--- src/rtl/pipe_hazard_ctrl.sv ---
// Pipeline register sequencer for the 5-stage MIPS core: load-use stall, branch flush, dmem freeze, drain/halt.
// Latency: control outputs are combinational from state and inputs (0 cycles); state and counters are registered.
// Backpressure: a busy data memory freezes the pipe for at most MEM_TIMEOUT cycles; HAZARD_PERF_EN adds stall/flush counters.
module pipe_hazard_ctrl #(
    parameter int MEM_TIMEOUT  = 16,
    parameter int DRAIN_CYCLES = 4
) (
    input  logic        clock,
    input  logic        reset_n,
    input  logic [4:0]  id_rs,
    input  logic [4:0]  id_rt,
    input  logic        id_uses_rt,
    input  logic        idex_memread,
    input  logic [4:0]  idex_rt,
    input  logic        ex_branch_taken,
    input  logic        dmem_req,
    input  logic        dmem_ready,
    input  logic        halt_req,
    output logic        pc_write,
    output logic        ifid_write,
    output logic        ifid_flush,
    output logic        idex_write,
    output logic        idex_bubble,
    output logic        exmem_write,
    output logic        memwb_bubble,
    output logic        halted,
    output logic        mem_error
`ifdef HAZARD_PERF_EN
    ,
    output logic [31:0] stall_cnt,
    output logic [31:0] flush_cnt
`endif
);

    typedef enum logic [1:0] {
        ST_RUN      = 2'd0,
        ST_MEM_WAIT = 2'd1,
        ST_DRAIN    = 2'd2,
        ST_HALTED   = 2'd3
    } state_t;

    typedef struct packed {
        logic pc_write;
        logic ifid_write;
        logic ifid_flush;
        logic idex_write;
        logic idex_bubble;
        logic exmem_write;
        logic memwb_bubble;
        logic halted;
    } ctrl_t;

    localparam ctrl_t CTRL_RUN = '{
        pc_write: 1'b1, ifid_write: 1'b1, ifid_flush: 1'b0, idex_write: 1'b1,
        idex_bubble: 1'b0, exmem_write: 1'b1, memwb_bubble: 1'b0, halted: 1'b0
    };
    localparam ctrl_t CTRL_FREEZE = '{
        pc_write: 1'b0, ifid_write: 1'b0, ifid_flush: 1'b0, idex_write: 1'b0,
        idex_bubble: 1'b0, exmem_write: 1'b0, memwb_bubble: 1'b1, halted: 1'b0
    };
    localparam ctrl_t CTRL_HALT = '{
        pc_write: 1'b0, ifid_write: 1'b0, ifid_flush: 1'b0, idex_write: 1'b0,
        idex_bubble: 1'b0, exmem_write: 1'b0, memwb_bubble: 1'b0, halted: 1'b1
    };

    localparam logic [7:0] WAIT_LIMIT = 8'(MEM_TIMEOUT);
    localparam logic [3:0] DRAIN_LAST = 4'(DRAIN_CYCLES - 1);

    state_t      state;
    state_t      state_nxt;
    logic [7:0]  wait_cnt;
    logic [7:0]  wait_cnt_nxt;
    logic [3:0]  drain_cnt;
    logic [3:0]  drain_cnt_nxt;
    logic        mem_error_set;
    logic        load_use;
    logic        mem_stall;
    ctrl_t       ctrl;

    assign load_use  = idex_memread && (idex_rt != 5'd0) &&
                       ((idex_rt == id_rs) || (id_uses_rt && (idex_rt == id_rt)));
    assign mem_stall = dmem_req && !dmem_ready;

    always_ff @(posedge clock or negedge reset_n) begin
        if (!reset_n) begin
            state     <= ST_RUN;
            wait_cnt  <= 8'd0;
            drain_cnt <= 4'd0;
            mem_error <= 1'b0;
        end else begin
            state     <= state_nxt;
            wait_cnt  <= wait_cnt_nxt;
            drain_cnt <= drain_cnt_nxt;
            if (mem_error_set) begin
                mem_error <= 1'b1;
            end
        end
    end

    always_comb begin
        ctrl          = CTRL_RUN;
        state_nxt     = state;
        wait_cnt_nxt  = wait_cnt;
        drain_cnt_nxt = drain_cnt;
        mem_error_set = 1'b0;
        unique case (state)
            ST_RUN: begin
                if (mem_stall) begin
                    ctrl         = CTRL_FREEZE;
                    state_nxt    = ST_MEM_WAIT;
                    wait_cnt_nxt = 8'd1;
                end else if (ex_branch_taken) begin
                    ctrl.ifid_flush  = 1'b1;
                    ctrl.idex_bubble = 1'b1;
                end else if (load_use) begin
                    ctrl.pc_write    = 1'b0;
                    ctrl.ifid_write  = 1'b0;
                    ctrl.idex_bubble = 1'b1;
                end else if (halt_req) begin
                    ctrl.pc_write  = 1'b0;
                    ctrl.ifid_flush = 1'b1;
                    state_nxt      = ST_DRAIN;
                    drain_cnt_nxt  = 4'd0;
                end
            end
            ST_MEM_WAIT: begin
                // Branch and load-use inputs are frozen with the pipe, so they are simply re-seen in RUN.
                if (dmem_ready) begin
                    state_nxt    = ST_RUN;
                    wait_cnt_nxt = 8'd0;
                end else if (wait_cnt == WAIT_LIMIT) begin
                    state_nxt     = ST_RUN;
                    wait_cnt_nxt  = 8'd0;
                    mem_error_set = 1'b1;
                end else begin
                    ctrl         = CTRL_FREEZE;
                    wait_cnt_nxt = wait_cnt + 8'd1;
                end
            end
            ST_DRAIN: begin
                ctrl.pc_write    = 1'b0;
                ctrl.ifid_flush  = 1'b1;
                ctrl.idex_bubble = 1'b1;
                if (mem_stall) begin
                    // ID/EX must hold too, else the bubble would overwrite the instruction stuck in EX.
                    ctrl.idex_write   = 1'b0;
                    ctrl.exmem_write  = 1'b0;
                    ctrl.memwb_bubble = 1'b1;
                end else if (drain_cnt == DRAIN_LAST) begin
                    state_nxt     = ST_HALTED;
                    drain_cnt_nxt = 4'd0;
                end else begin
                    drain_cnt_nxt = drain_cnt + 4'd1;
                end
            end
            ST_HALTED: begin
                ctrl = CTRL_HALT;
                if (!halt_req) begin
                    state_nxt = ST_RUN;
                end
            end
            default: begin
                state_nxt = ST_RUN;
            end
        endcase
        // Reset must present RUN defaults at once, not only after the state register settles.
        if (!reset_n) begin
            ctrl = CTRL_RUN;
        end
    end

    assign pc_write     = ctrl.pc_write;
    assign ifid_write   = ctrl.ifid_write;
    assign ifid_flush   = ctrl.ifid_flush;
    assign idex_write   = ctrl.idex_write;
    assign idex_bubble  = ctrl.idex_bubble;
    assign exmem_write  = ctrl.exmem_write;
    assign memwb_bubble = ctrl.memwb_bubble;
    assign halted       = ctrl.halted;

`ifdef HAZARD_PERF_EN
    logic stall_evt;
    logic flush_evt;

    assign stall_evt = (state == ST_MEM_WAIT) ||
                       ((state == ST_RUN) && !mem_stall && !ex_branch_taken && load_use);
    assign flush_evt = (state == ST_RUN) && !mem_stall && ex_branch_taken;

    always_ff @(posedge clock or negedge reset_n) begin
        if (!reset_n) begin
            stall_cnt <= 32'd0;
            flush_cnt <= 32'd0;
        end else begin
            if (stall_evt && (stall_cnt != 32'hFFFF_FFFF)) begin
                stall_cnt <= stall_cnt + 32'd1;
            end
            if (flush_evt && (flush_cnt != 32'hFFFF_FFFF)) begin
                flush_cnt <= flush_cnt + 32'd1;
            end
        end
    end
`endif

    a_halt_no_write: assert property (@(posedge clock) disable iff (!reset_n)
        halted |-> !(pc_write || ifid_write || idex_write || exmem_write));
    a_wait_bound: assert property (@(posedge clock) disable iff (!reset_n)
        wait_cnt <= WAIT_LIMIT);

endmodule

--- config.mk ---
export PLATFORM = sky130hd
export DESIGN_NAME = pipe_hazard_ctrl
export DESIGN_NICKNAME = d
export VERILOG_FILES = /design/src/rtl/pipe_hazard_ctrl.sv
export SDC_FILE = /design/constraint.sdc
export NUM_CORES = 1
export LEC_CHECK = 0
export ABC_AREA = 1
export BUFFER_PORTS_ARGS = -buffer_cell sky130_fd_sc_hd__buf_2
export CAP_MARGIN = 15
export CORE_ASPECT_RATIO = 1.1
export CORE_MARGIN = 3
export CORE_UTILIZATION = 53
export DETAILED_ROUTE_END_ITERATION = 16
export PLACE_DENSITY = 0.81
export SYNTH_ARGS = -nofsm -noshare
export SYNTH_HDL_FRONTEND = slang
export SYNTH_SLANG_ARGS = --single-unit
export TNS_END_PERCENT = 50
--- constraint.sdc ---
create_clock -name clock -period 1.7 [get_ports clock]
set_input_delay 0.17 -clock clock [delete_from_list [all_inputs] [get_ports clock]]
set_output_delay 0.17 -clock clock [all_outputs]
set_load 0.01 [all_outputs]
* Yosys cells after proc, flatten, opt, wreduce, memory -nomap -nowiden
Index checks and enable logic that the tools add are counted.
Storage, ports and cells: register bits 15, bits of input ports 23, output and inout port bits 9, word-level logic and storage cells 84
Operators by class: add/subtract/negate cells 2, equality and inequality tests 19, multiplexer cells 45, reduce and logical (&&, ||, !) cells 14
Operators by type and width (count):
- $mux W8 | 6
- $mux W4 | 6
- $mux W2 | 11
- $pmux W5 S4 | 1
- $ne A2 B2 Y1 const B | 8
- $pmux W8 S2 | 1
- $mux W1 | 13
- $ne A3 B3 Y1 const B | 4
- $eq A5 B5 Y1 | 2
- $pmux W1 S3 | 3
- $add A8 B1 Y8 const B | 1
- $eq A8 B5 Y1 const B | 1
- $pmux W2 S4 | 1
- $pmux W4 S2 | 1
- $reduce_and A7 Y1 | 1
- $mux W3 | 2
- $reduce_and A6 Y1 | 1
- $reduce_bool A5 Y1 | 1
- $add A4 B1 Y4 const B | 1
- $eq A2 B2 Y1 const B | 2
- $eq A4 B2 Y1 const B | 1
- $logic_and A1 B1 Y1 | 4
- $reduce_bool A2 Y1 | 2
- $eq A2 B1 Y1 const B | 1
- other kinds (5) | 5

* Depth between registers and ports, before layout
Gate-level depths: netlist (run 1).
depth in word-level cells 9, depth in mapped cells 10, mapped depth without buffers 10

* Worst setup path after synthesis (run 1)
OpenSTA, ideal clock, no wires.
kind flip-flop to output port, from register wait_cnt[0], to output port memwb_bubble, arrival 1.221 ns, data required time 1.530 ns, path slack 0.309 ns, stages on the path, launching flop included 7, path buffers 0, cell sequence dfrtp_1 inv_1 ha_1 nand2_1 nand3b_4 nand2_4 o32ai_1
On the way: word-level cells in the longest chain between the ends 5
RTL lines:
- start, declared | RTL line 71 | logic [7:0] wait_cnt;
- start signal, assigned | RTL line 92 | wait_cnt <= wait_cnt_nxt;
- $eq A8 B5 Y1 | RTL line 131 | end else if (wait_cnt == WAIT_LIMIT) begin
- $mux W8 | RTL line 131
- $mux W8 | RTL line 128 | if (dmem_ready) begin
- $pmux W5 S4 | RTL line 106 | unique case (state)
- $mux W8 | RTL line 167 | if (!reset_n) begin
- end, declared | RTL line 25 | output logic memwb_bubble,
Every way passes these cells.

* Worst setup path in the final report (run 1)
from register wait_cnt[0], to output port pc_write
On the way: word-level cells in the longest chain between the ends 5
RTL lines:
- $eq A8 B5 Y1 | RTL line 131
- $mux W8 | RTL line 131
- $mux W8 | RTL line 128
- $pmux W1 S3 | RTL line 106
- $mux W8 | RTL line 167
- end, declared | RTL line 19 | output logic pc_write,
Every way passes these cells.

==> metrics.txt, run 1 <==
vias in the first global route=around 1,200; Area Growth Syn to Fin=23.2%; worst setup margin=-48.5 ps; initial antenna violation count=0; Syn Inst Count=slightly below 200; fin crit share=1.03; leakage=between 0.8 and 0.9 nW; max frequency=about 570 MHz; Post-synth top flop=dfrtp_1; ANT nets after route=0; H-tree levels=1; TNS Setup=-88.6 ps; synthesized area=approximately 1300 um^2; max cap viols=0; mean post-synth cell area=around 6.6 um^2; via count=approximately 1,300; IO Count=32; Max FO, Critical Path=3; status=complete, but fails checks; CTS buffer count=3; Crit. End Element=primary output; max-slew violations=0; multi-input logic area=795 um^2; r2r startpoint=wait_cnt[1]$_DFFE_PN0P_; pwr/cell area=~1100 nW/um^2; Starting Density=0.564; Iter 0 DRT Violations=about 60; VDD IR-drop max=roughly 1.0 mV; Yosys top cell area share=0.293; sequential fraction of the synthesis area=0.293; failing checks=negative setup slack; ranking of synthesized cells by area=dfrtp_1 (29%), nand2_1 (16%), inv_1 (8.2%), nor2_1 (6.7%), nand3_1 (4.7%); worst slew pin tran=approximately 270 ps; drt drc=0; CTS root buf=clkbuf_4; Die Y-Extent=roughly 58 um; Slew HR=0.819; Antenna Cells=0; Die W=52.9 um; layout cells sized above 1=0.308; syn nets=approximately 220; cell accounting for the most synthesized area=dfrtp_1; WS Path Type=register to primary output; largest net degree at the start of global routing=15; # clock sinks=15; # setup viols final=3; Final Hold Vio Count=0; post-synth cell types=32; Routed WL per cell=roughly 12 um; skew final=15.9 ps; fillers=about 220; TritonCTS clock tree=yes; CP startpoint kind=register; die area=just over 3000 um^2; sequential cell area=roughly 380 um^2; most frequent cell after synthesis=nand2_1; total wire length=about 3.1 mm; Yosys reg bits=15; Final HPWL DP=approximately 2.2 mm; Worst Reg2Reg Path Length in Cells=10; row count=18; hold path endpoint=state[1]$_DFFE_PN0P_; Buffers on Ports=31; wire length of the first global-routing pass=between 5 and 6 mm; dpl ws=around 190 ps; RSZ-0062 raised after global routing=yes; Yosys Warn Count=0; first drt pass iteration count=4; grt ovf=0; Final min period=~1700 ps; layout net count=between 200 and 300; CP required=approximately 1500 ps; Core ar.=approximately 2300 um^2; GP Congestion=between 0.8 and 0.9; Longest Clk Path Bufs=2; HP Start=halt_req; Synth async-reset ratio=1.00; worst skew pair latency=between 200 and 300 ps; clk slew on worst S/H paths=110 ps; most frequent cells after synthesis=nand2_1 (54), inv_1 (28), nor2_1 (23); Post-synth EDFFs=0; Global Route Usage Sum=0.228; vias per inst=a little over 5; worst hold path type=input port to register; Hold Path Stages=3; worst reg2reg setup slack=about 290 ps; arrival time worst endpoint=between 1500 and 2000 ps; Final Power=~1.8 mW; Reg-to-Reg End=state[0]$_DFFE_PN0P_
## kinds of logic after synthesis
kind of cell    share of synthesized area
compound gates                      0.121
xor+xnor                           0.0273
fa+ha+maj                          0.0293
buf+inv                             0.109
flops                               0.293
simple gates                        0.420
## layer usage
metal	wire, um	GRT usage	vias up
met5	0	0	-
li1	-	-	690
met2	1580	0.379	36
met4	45	0.0766	0
met1	1310	0.304	604
met3	129	0.0235	5
## report_power, final
part	switching, mW	internal, mW	total (mW)
clock network	0.124	0.0912	0.215
logic	0.647	0.416	1.06
registers	0.0787	0.436	0.515
## state kept, by name (all words and copies together), names as in the netlist
name / count
state: 2
wait_cnt: 8
drain_cnt: 4
mem_error: 1
## area by class of cell
class / instances / share of cell area
Tap cell: 30 / 0.0238
Sequential cell: 15 / 0.238
Multi-Input combinational cell: 143 / 0.503
Clock buffer: 4 / 0.0166
Timing Repair Buffer: 38 / 0.135
Inverter: 34 / 0.0839
## worst max-delay path, stage by stage, from the launching register on
cell,delay [ps]
dfrtp_1,380
inv_2,70
ha_4,160
nand2_2,50
nand3b_4,150
nand2_2,50
nand2_2,70
nand2_2,50
a31oi_1,130
nand2_1,60
buf_2,130
## worst max path at each step
stage / startpoint / slack (ps) / to
after global routing: state[1]$_DFFE_PN0P_ / -190 / memwb_bubble
after detailed placement: wait_cnt[0]$_DFFE_PN0P_ / 190 / pc_write
after global placement: wait_cnt[0]$_DFFE_PN0P_ / 200 / pc_write
final: wait_cnt[0]$_DFFE_PN0P_ / -50 / pc_write
after CTS: wait_cnt[1]$_DFFE_PN0P_ / -50 / pc_write
after floorplan: wait_cnt[0]$_DFFE_PN0P_ / 310 / memwb_bubble
## cell usage in the layout (no fill, tap or decap), types with 4 or more instances in the layout
master and instances:
nand2_2 8, dfrtp_1 15, o21ai_1 6, inv_2 6
inv_1 26, nand4_1 4, buf_2 31, nor2_1 23
nand3_1 12, a21oi_1 7, buf_4 5, nand2_4 4
nand2_1 50
## metrics by stage
step / instance area, um^2 / utilization / hold WS (ps) / instances
after floorplan: 1280 / - / -126 / 193
after global placement: 1480 / 0.649 / -2.90 / 254
after detailed placement: 1480 / 0.649 / -1.73 / 254
after CTS: 1550 / 0.682 / 182 / 264
after global routing: 1580 / 0.695 / 223 / 264
final: 1580 / 0.695 / 176 / 264
## what timing repair did
item	CTS	global route
hold buffers	1	0
pin swaps	4	6
setup endpoints to repair	5	5
gates resized for setup	3	7
setup buffers	5	0
hold endpoints to repair	15	0
Power figures use the tool's default switching activity.
==> run 2: changes to the inputs <==
--- a/config.mk
+++ b/config.mk
@@ -10,9 +10,10 @@
 export CAP_MARGIN = 15
 export CORE_ASPECT_RATIO = 1.1
 export CORE_MARGIN = 3
-export CORE_UTILIZATION = 53
+export CORE_UTILIZATION = 55
+export CTS_BUF_LIST = sky130_fd_sc_hd__clkbuf_8
 export DETAILED_ROUTE_END_ITERATION = 16
-export PLACE_DENSITY = 0.81
+export PLACE_DENSITY = 0.83
 export SYNTH_ARGS = -nofsm -noshare
 export SYNTH_HDL_FRONTEND = slang
 export SYNTH_SLANG_ARGS = --single-unit
==> run 2 against run 1 <==
Compared with the run above: the run still ends with negative setup slack left; largest cell class unchanged; combinational power increased by 7%; critical path depth did not move; maximum frequency decreased by 1.1%; clock-buffer cell count is 1 lower; clock power rose by 40%; hold slack improved by 34 ps; worst setup slack worse by 20 ps; largest power group unchanged.
==> metrics.txt, run 2 (synthesis results as in run 1) <==
worst slew pin tran=266 ps (-3.77 ps); CTS buffer count=3 (unchanged); max-slew violations=0 (unchanged); Biggest register=wait_cnt; r2r startpoint=state[1]$_DFFE_PN0P_; largest net degree at the start of global routing=12 (-3); CP startpoint kind=register; Iter 0 DRT Violations=27 (-54%); worst setup margin=-68.3 ps (-19.8 ps); ANT nets after route=0 (unchanged); WS Path Type=register to primary output; Worst path slowest cell=dfrtp_1; Final HPWL DP=2.43 mm (+9.0%); worst reg2reg setup slack=200 ps (-90 ps); hold slack final=210 ps (+33.9 ps); leakage=0.889 nW (+3.7%); Final min period=1770 ps (+19.8 ps); wire length of the first global-routing pass=5.63 mm (+7.6%); Area Growth Syn to Fin=27.0%; worst hold path type=input port to register; max reg flops=8 (unchanged); Antenna Cells=0 (unchanged); drt drc=0 (unchanged); row count=17 (-1); fin crit share=1.04 (+0.0117); arrival time worst endpoint=1600 ps (+20 ps); Reg-to-Reg End=state[0]$_DFFE_PN0P_; Finished Layout Cells=267 (+1.1%); Die Y-Extent=56.6 um (-1.6%); total wire length=3.28 mm (+6.9%); CTS root buf=clkbuf_8; max cap viols=0 (unchanged); crit path launch=wait_cnt[1]$_DFFE_PN0P_; Slew HR=0.821 (+0.00253); commonest non-fill, non-tap cell in the layout=nand2_1; Crit. End Element=primary output; Most Frequent Cell on Critical Path=nand2_2; Placed Cells=252 (-0.79%); GP Congestion=0.823 (-6.8%); via count=1,402 (+5.0%); clk slew on worst S/H paths=60 ps (-50 ps); Starting Density=0.609 (+0.0452); skew final=3.10 ps (-12.8 ps); CP required=1530 ps (about the same); Final Hold Vio Count=0 (unchanged); TNS Setup=-89.3 ps (-0.707 ps); Worst Path Buf+Inv=2 (unchanged); # setup viols final=3 (unchanged); Critical Path Stages=10 (unchanged); initial antenna violation count=0 (unchanged); RSZ-0062 raised after global routing=yes; vias in the first global route=1,394 (+15%); Longest Clk Path Bufs=2 (unchanged); delay-heaviest family, CP=simple AND/OR/NAND/NOR gates; Worst Reg2Reg Path Length in Cells=10 (unchanged); VDD IR-drop max=0.954 mV (-6.6%); vias per inst=5.25 (+3.8%); pwr/cell area=1200 nW/um^2 (+5.5%); CP cell instances=inv_2 -> ha_4 -> nand2_2 -> nand3b_4 -> nand2_2 -> nand2_2 -> nand2_2 -> a31oi_1 -> nand2_1 -> buf_2; max frequency=565 MHz (-1.1%); Setup crit end=pc_write; first drt pass iteration count=4 (unchanged); failing checks=negative setup slack; status=complete, but fails checks; H-tree levels=1 (unchanged); IO Count=32 (unchanged); TritonCTS clock tree=yes; Die W=52.0 um (-1.6%); max incr delay on CP=370 ps (about the same); Core ar.=2110 um^2 (-7.4%); layout cells sized above 1=0.322 (+0.0145); most frequent cells in the layout=nand2_1 (50), buf_2 (31), inv_1 (26); # clock sinks=15 (unchanged); Routed WL per cell=12.3 um (+5.7%); Top Registers=wait_cnt x8, drain_cnt x4, state x2; Max FO, Critical Path=3 (unchanged); Global Route Usage Sum=0.249 (+0.0207); die area=2950 um^2 (-3.2%); layout net count=266 (+1.9%); Buffers on Ports=31 (unchanged); grt ovf=0 (unchanged); worst skew pair latency=250 ps (-40 ps)
==> run 2: changes by cell type in the layout (fill, tap and decap cells not counted), sizes merged <==
cell         delta
clkinv          +1
dlygate4sd3     +1
clkbuf          -1
buf             +4
==> run 2: worst min-delay path by stage <==
stage | start | endpoint | slack, ps | cells after the start
final | halt_req | state[1]$_DFFE_PN0P_ | 210 | 3
after global routing | halt_req | state[1]$_DFFE_PN0P_ | 240 | 3
after CTS | halt_req | state[1]$_DFFE_PN0P_ | 200 | 3
after detailed placement | reset_n | mem_error$_DFFE_PN0P_ | 20 | 1
after global placement | reset_n | mem_error$_DFFE_PN0P_ | 20 | 1
after floorplan | reset_n | drain_cnt[0]$_DFFE_PN0P_ | -130 | 0
==> run 2: power by group <==
part / switching (mW) / internal (mW) / leakage, nW
Sequential: 0.0813 / 0.437 / 0.199
Clock: 0.137 / 0.163 / 0.0255
Combinational: 0.660 / 0.470 / 0.665
==> run 2: through the flow <==
stage / util / total power [mW] / cell area, um^2 / setup WS (ps)
after floorplan: - / 1.21 / 1280 / 309
after global placement: 0.699 / 1.41 / 1470 / 193
after detailed placement: 0.699 / 1.45 / 1470 / 116
after CTS: 0.766 / 1.90 / 1610 / -27.6
after global routing: 0.774 / 2.11 / 1630 / -151
final: 0.774 / 1.95 / 1630 / -68.3
==> run 2: layout make-up <==
class | instances | area (um^2)
multi-input combinational | 143 | 790
fill | 158 | 477
sequential | 15 | 375
timing repair buffer | 43 | 250
inverter | 34 | 133
clock buffer | 3 | 41.3
tap | 28 | 35.0
clock inverter | 1 | 5.00
==> run 2: per-layer routing <==
metal  share of wire  wire (um)  track usage
met1            0.40       1320        0.272
met3           0.036        117       0.0345
met2            0.53       1750        0.445
met5               0          0            0
met4           0.030        100        0.135
==> run 2: worst reg2reg max path: cells and delay by family, from the launching register on <==
kind | cells | cell delay (ps)
AO/OA/AOI/OAI | 1 | 70
buffers and inverters | 3 | 350
flip-flops | 1 | 400
AND/OR/NAND/NOR | 6 | 620
==> run 2: timing repair <==
item                                    CTS  global route
hold endpoints to repair                  4             0
endpoints found under the setup margin    5             5
buffers inserted                          7             2
gates resized for setup                   8             0
hold buffers                              2             0
pin swaps                                 6             3
==> run 3: changes to the inputs <==
--- a/config.mk
+++ b/config.mk
@@ -14,6 +14,7 @@
 export CTS_BUF_LIST = sky130_fd_sc_hd__clkbuf_8
 export DETAILED_ROUTE_END_ITERATION = 16
 export PLACE_DENSITY = 0.83
+export SETUP_SLACK_MARGIN = 0.4
 export SYNTH_ARGS = -nofsm -noshare
 export SYNTH_HDL_FRONTEND = slang
 export SYNTH_SLANG_ARGS = --single-unit
==> run 3 against run 2 <==
Compared with the run above: the run still ends with negative setup slack left; non-clock buffer count grew 6; sequential share of layout area is 2.2 points lower; via count up 5.3%; power up 11%; clock skew shrank 2.4 ps; critical path depth unchanged; critical endpoint unchanged; largest cell class unchanged; global-route usage down 0.61 points; sequential power is essentially flat; highest routed layer unchanged; hold slack improved by 3.2 ps.
==> metrics.txt, run 3 (synthesis results as in run 1) <==
status=complete, but fails checks; failing checks=negative setup slack; layout net count=272 (+2.3%); delay-heaviest family, CP=simple AND/OR/NAND/NOR gates; WS Path Type=register to primary output; RSZ-0062 raised after global routing=yes; Worst Reg2Reg Path Length in Cells=12 (+2); dpl ws=184 ps (+67.9 ps); grt ovf=0 (unchanged); Final Power=2.16 mW (+11%); initial antenna violation count=0 (unchanged); Top Registers=wait_cnt x8, drain_cnt x4, state x2; # setup viols final=5 (+2); Biggest register=wait_cnt; Slew HR=0.808 (-0.0133); Global Route Usage Sum=0.243 (-0.00608); layout cells sized above 1=0.376 (+0.0533); Most Frequent Cell on Critical Path=nand2_2; Area Growth Syn to Fin=40.3%; Max FO, Critical Path=4 (+1); worst hold path type=input port to register; Reg-to-Reg End=state[0]$_DFFE_PN0P_; worst skew pair latency=250 ps (about the same); Hold Path Stages=3 (unchanged); Die Y-Extent=56.6 um (unchanged); Starting Density=0.609 (unchanged); H-tree levels=1 (unchanged); leakage=0.959 nW (+7.9%); Routed WL per cell=14.8 um (+20%); Core ar.=2110 um^2 (unchanged); max reg flops=8 (unchanged); # clock sinks=15 (unchanged); wire length of the first global-routing pass=5.58 mm (-0.85%); vias in the first global route=1,324 (-5.0%); max incr delay on CP=380 ps (about the same); Worst Path Buf+Inv=2 (unchanged); Final min period=1760 ps (-5.67 ps); TritonCTS clock tree=yes; vias per inst=5.41 (+3.0%); largest net degree at the start of global routing=13 (+1); skew final=0.718 ps (-2.38 ps); clk slew on worst S/H paths=60 ps (about the same); CP required=1530 ps (about the same); GP Congestion=0.890 (+8.1%); ANT nets after route=0 (unchanged); most frequent cells in the layout=nand2_1 (48), buf_2 (29), inv_1 (26); Buffers on Ports=31 (unchanged); worst reg2reg setup slack=70 ps (-130 ps); Final HPWL DP=2.37 mm (-2.7%); first drt pass iteration count=4 (unchanged); CTS buffer count=3 (unchanged); CP cell instances=inv_2 -> ha_4 -> nand2_2 -> nand3b_4 -> nand2_2 -> nand2_2 -> nand2_2 -> a31oi_1 -> nand2_1 -> buf_2; Longest Clk Path Bufs=2 (unchanged); Crit. End Element=primary output; hold path endpoint=state[1]$_DFFE_PN0P_; die area=2950 um^2 (unchanged); IO Count=32 (unchanged); max cap viols=0 (unchanged); Die W=52.0 um (unchanged); Antenna Cells=0 (unchanged); fin crit share=1.04 (-0.00333); VDD IR-drop max=0.889 mV (-6.8%); CTS root buf=clkbuf_8; max frequency=567 MHz (+0.32%); row count=17 (unchanged); CP startpoint kind=register; r2r startpoint=wait_cnt[1]$_DFFE_PN0P_; Worst path slowest cell=dfrtp_1; Finished Layout Cells=273 (+2.2%); Final Hold Vio Count=0 (unchanged); drt drc=0 (unchanged); via count=1,477 (+5.3%); max-slew violations=0 (unchanged); arrival time worst endpoint=1590 ps (about the same); worst setup margin=-62.7 ps (+5.67 ps); Placed Cells=252 (unchanged); HP Start=halt_req; Iter 0 DRT Violations=70 (+160%); total wire length=4.03 mm (+23%); pwr/cell area=1200 nW/um^2 (+0.41%); commonest non-fill, non-tap cell in the layout=nand2_1; worst slew pin tran=286 ps (+19.7 ps)
## run 3: repair_timing
action,in CTS,in global routing
cloned,0,0
buffers inserted,8,7
hold endpoints to repair,3,0
hold buffers,2,0
resized for setup,20,7
setup endpoints to repair,12,20
pin swaps,12,7
## run 3: final cells by class
| cell class | count | area, um^2 |
|---|---|---|
| well taps | 28 | 35.0 |
| fillers | 113 | 307 |
| inverters | 34 | 133 |
| repair buffers | 49 | 335 |
| clock buffers | 3 | 41.3 |
| flip-flops and latches | 15 | 375 |
| multi-input cells | 143 | 875 |
| clock inverters | 1 | 5.00 |
## run 3: routing by layer
metal,up-vias,global-route usage,wire [um]
met3,14,0.0398,232
li1,714,-,-
met1,675,0.309,1580
met2,74,0.418,2130
met5,-,0,0
met4,0,0.0562,80
## run 3: worst min-delay path, stage by stage
cell and delay, ps:
buf_2 100, o21ai_1 90, o21ai_2 60
## run 3: worst max path at each step
stage	slack, ps	cells after the start	start	end
2_1_floorplan	360	9	wait_cnt[1]$_DFFE_PN0P_	pc_write
5_1_grt	-150	10	wait_cnt[0]$_DFFE_PN0P_	pc_write
3_5_place_dp	180	10	wait_cnt[0]$_DFFE_PN0P_	pc_write
4_1_cts	-6	10	wait_cnt[0]$_DFFE_PN0P_	pc_write
3_3_place_gp	210	10	wait_cnt[1]$_DFFE_PN0P_	pc_write
6_report	-60	10	wait_cnt[0]$_DFFE_PN0P_	pc_write
## run 3: metrics by stage
step	util	instance area (um^2)	hold WS [ps]	TNS, ps
floorplan	-	1300	-126	0
global placement	0.706	1490	7.45	0
detailed placement	0.706	1490	11.5	0
CTS	0.807	1700	216	-5.64
global route	0.854	1800	243	-582
finish	0.854	1800	213	-236
## run 3: report_power, final
part	leakage, nW	internal, mW	switching (mW)
logic	0.735	0.560	0.786
clock network	0.0255	0.162	0.132
registers	0.199	0.437	0.0835
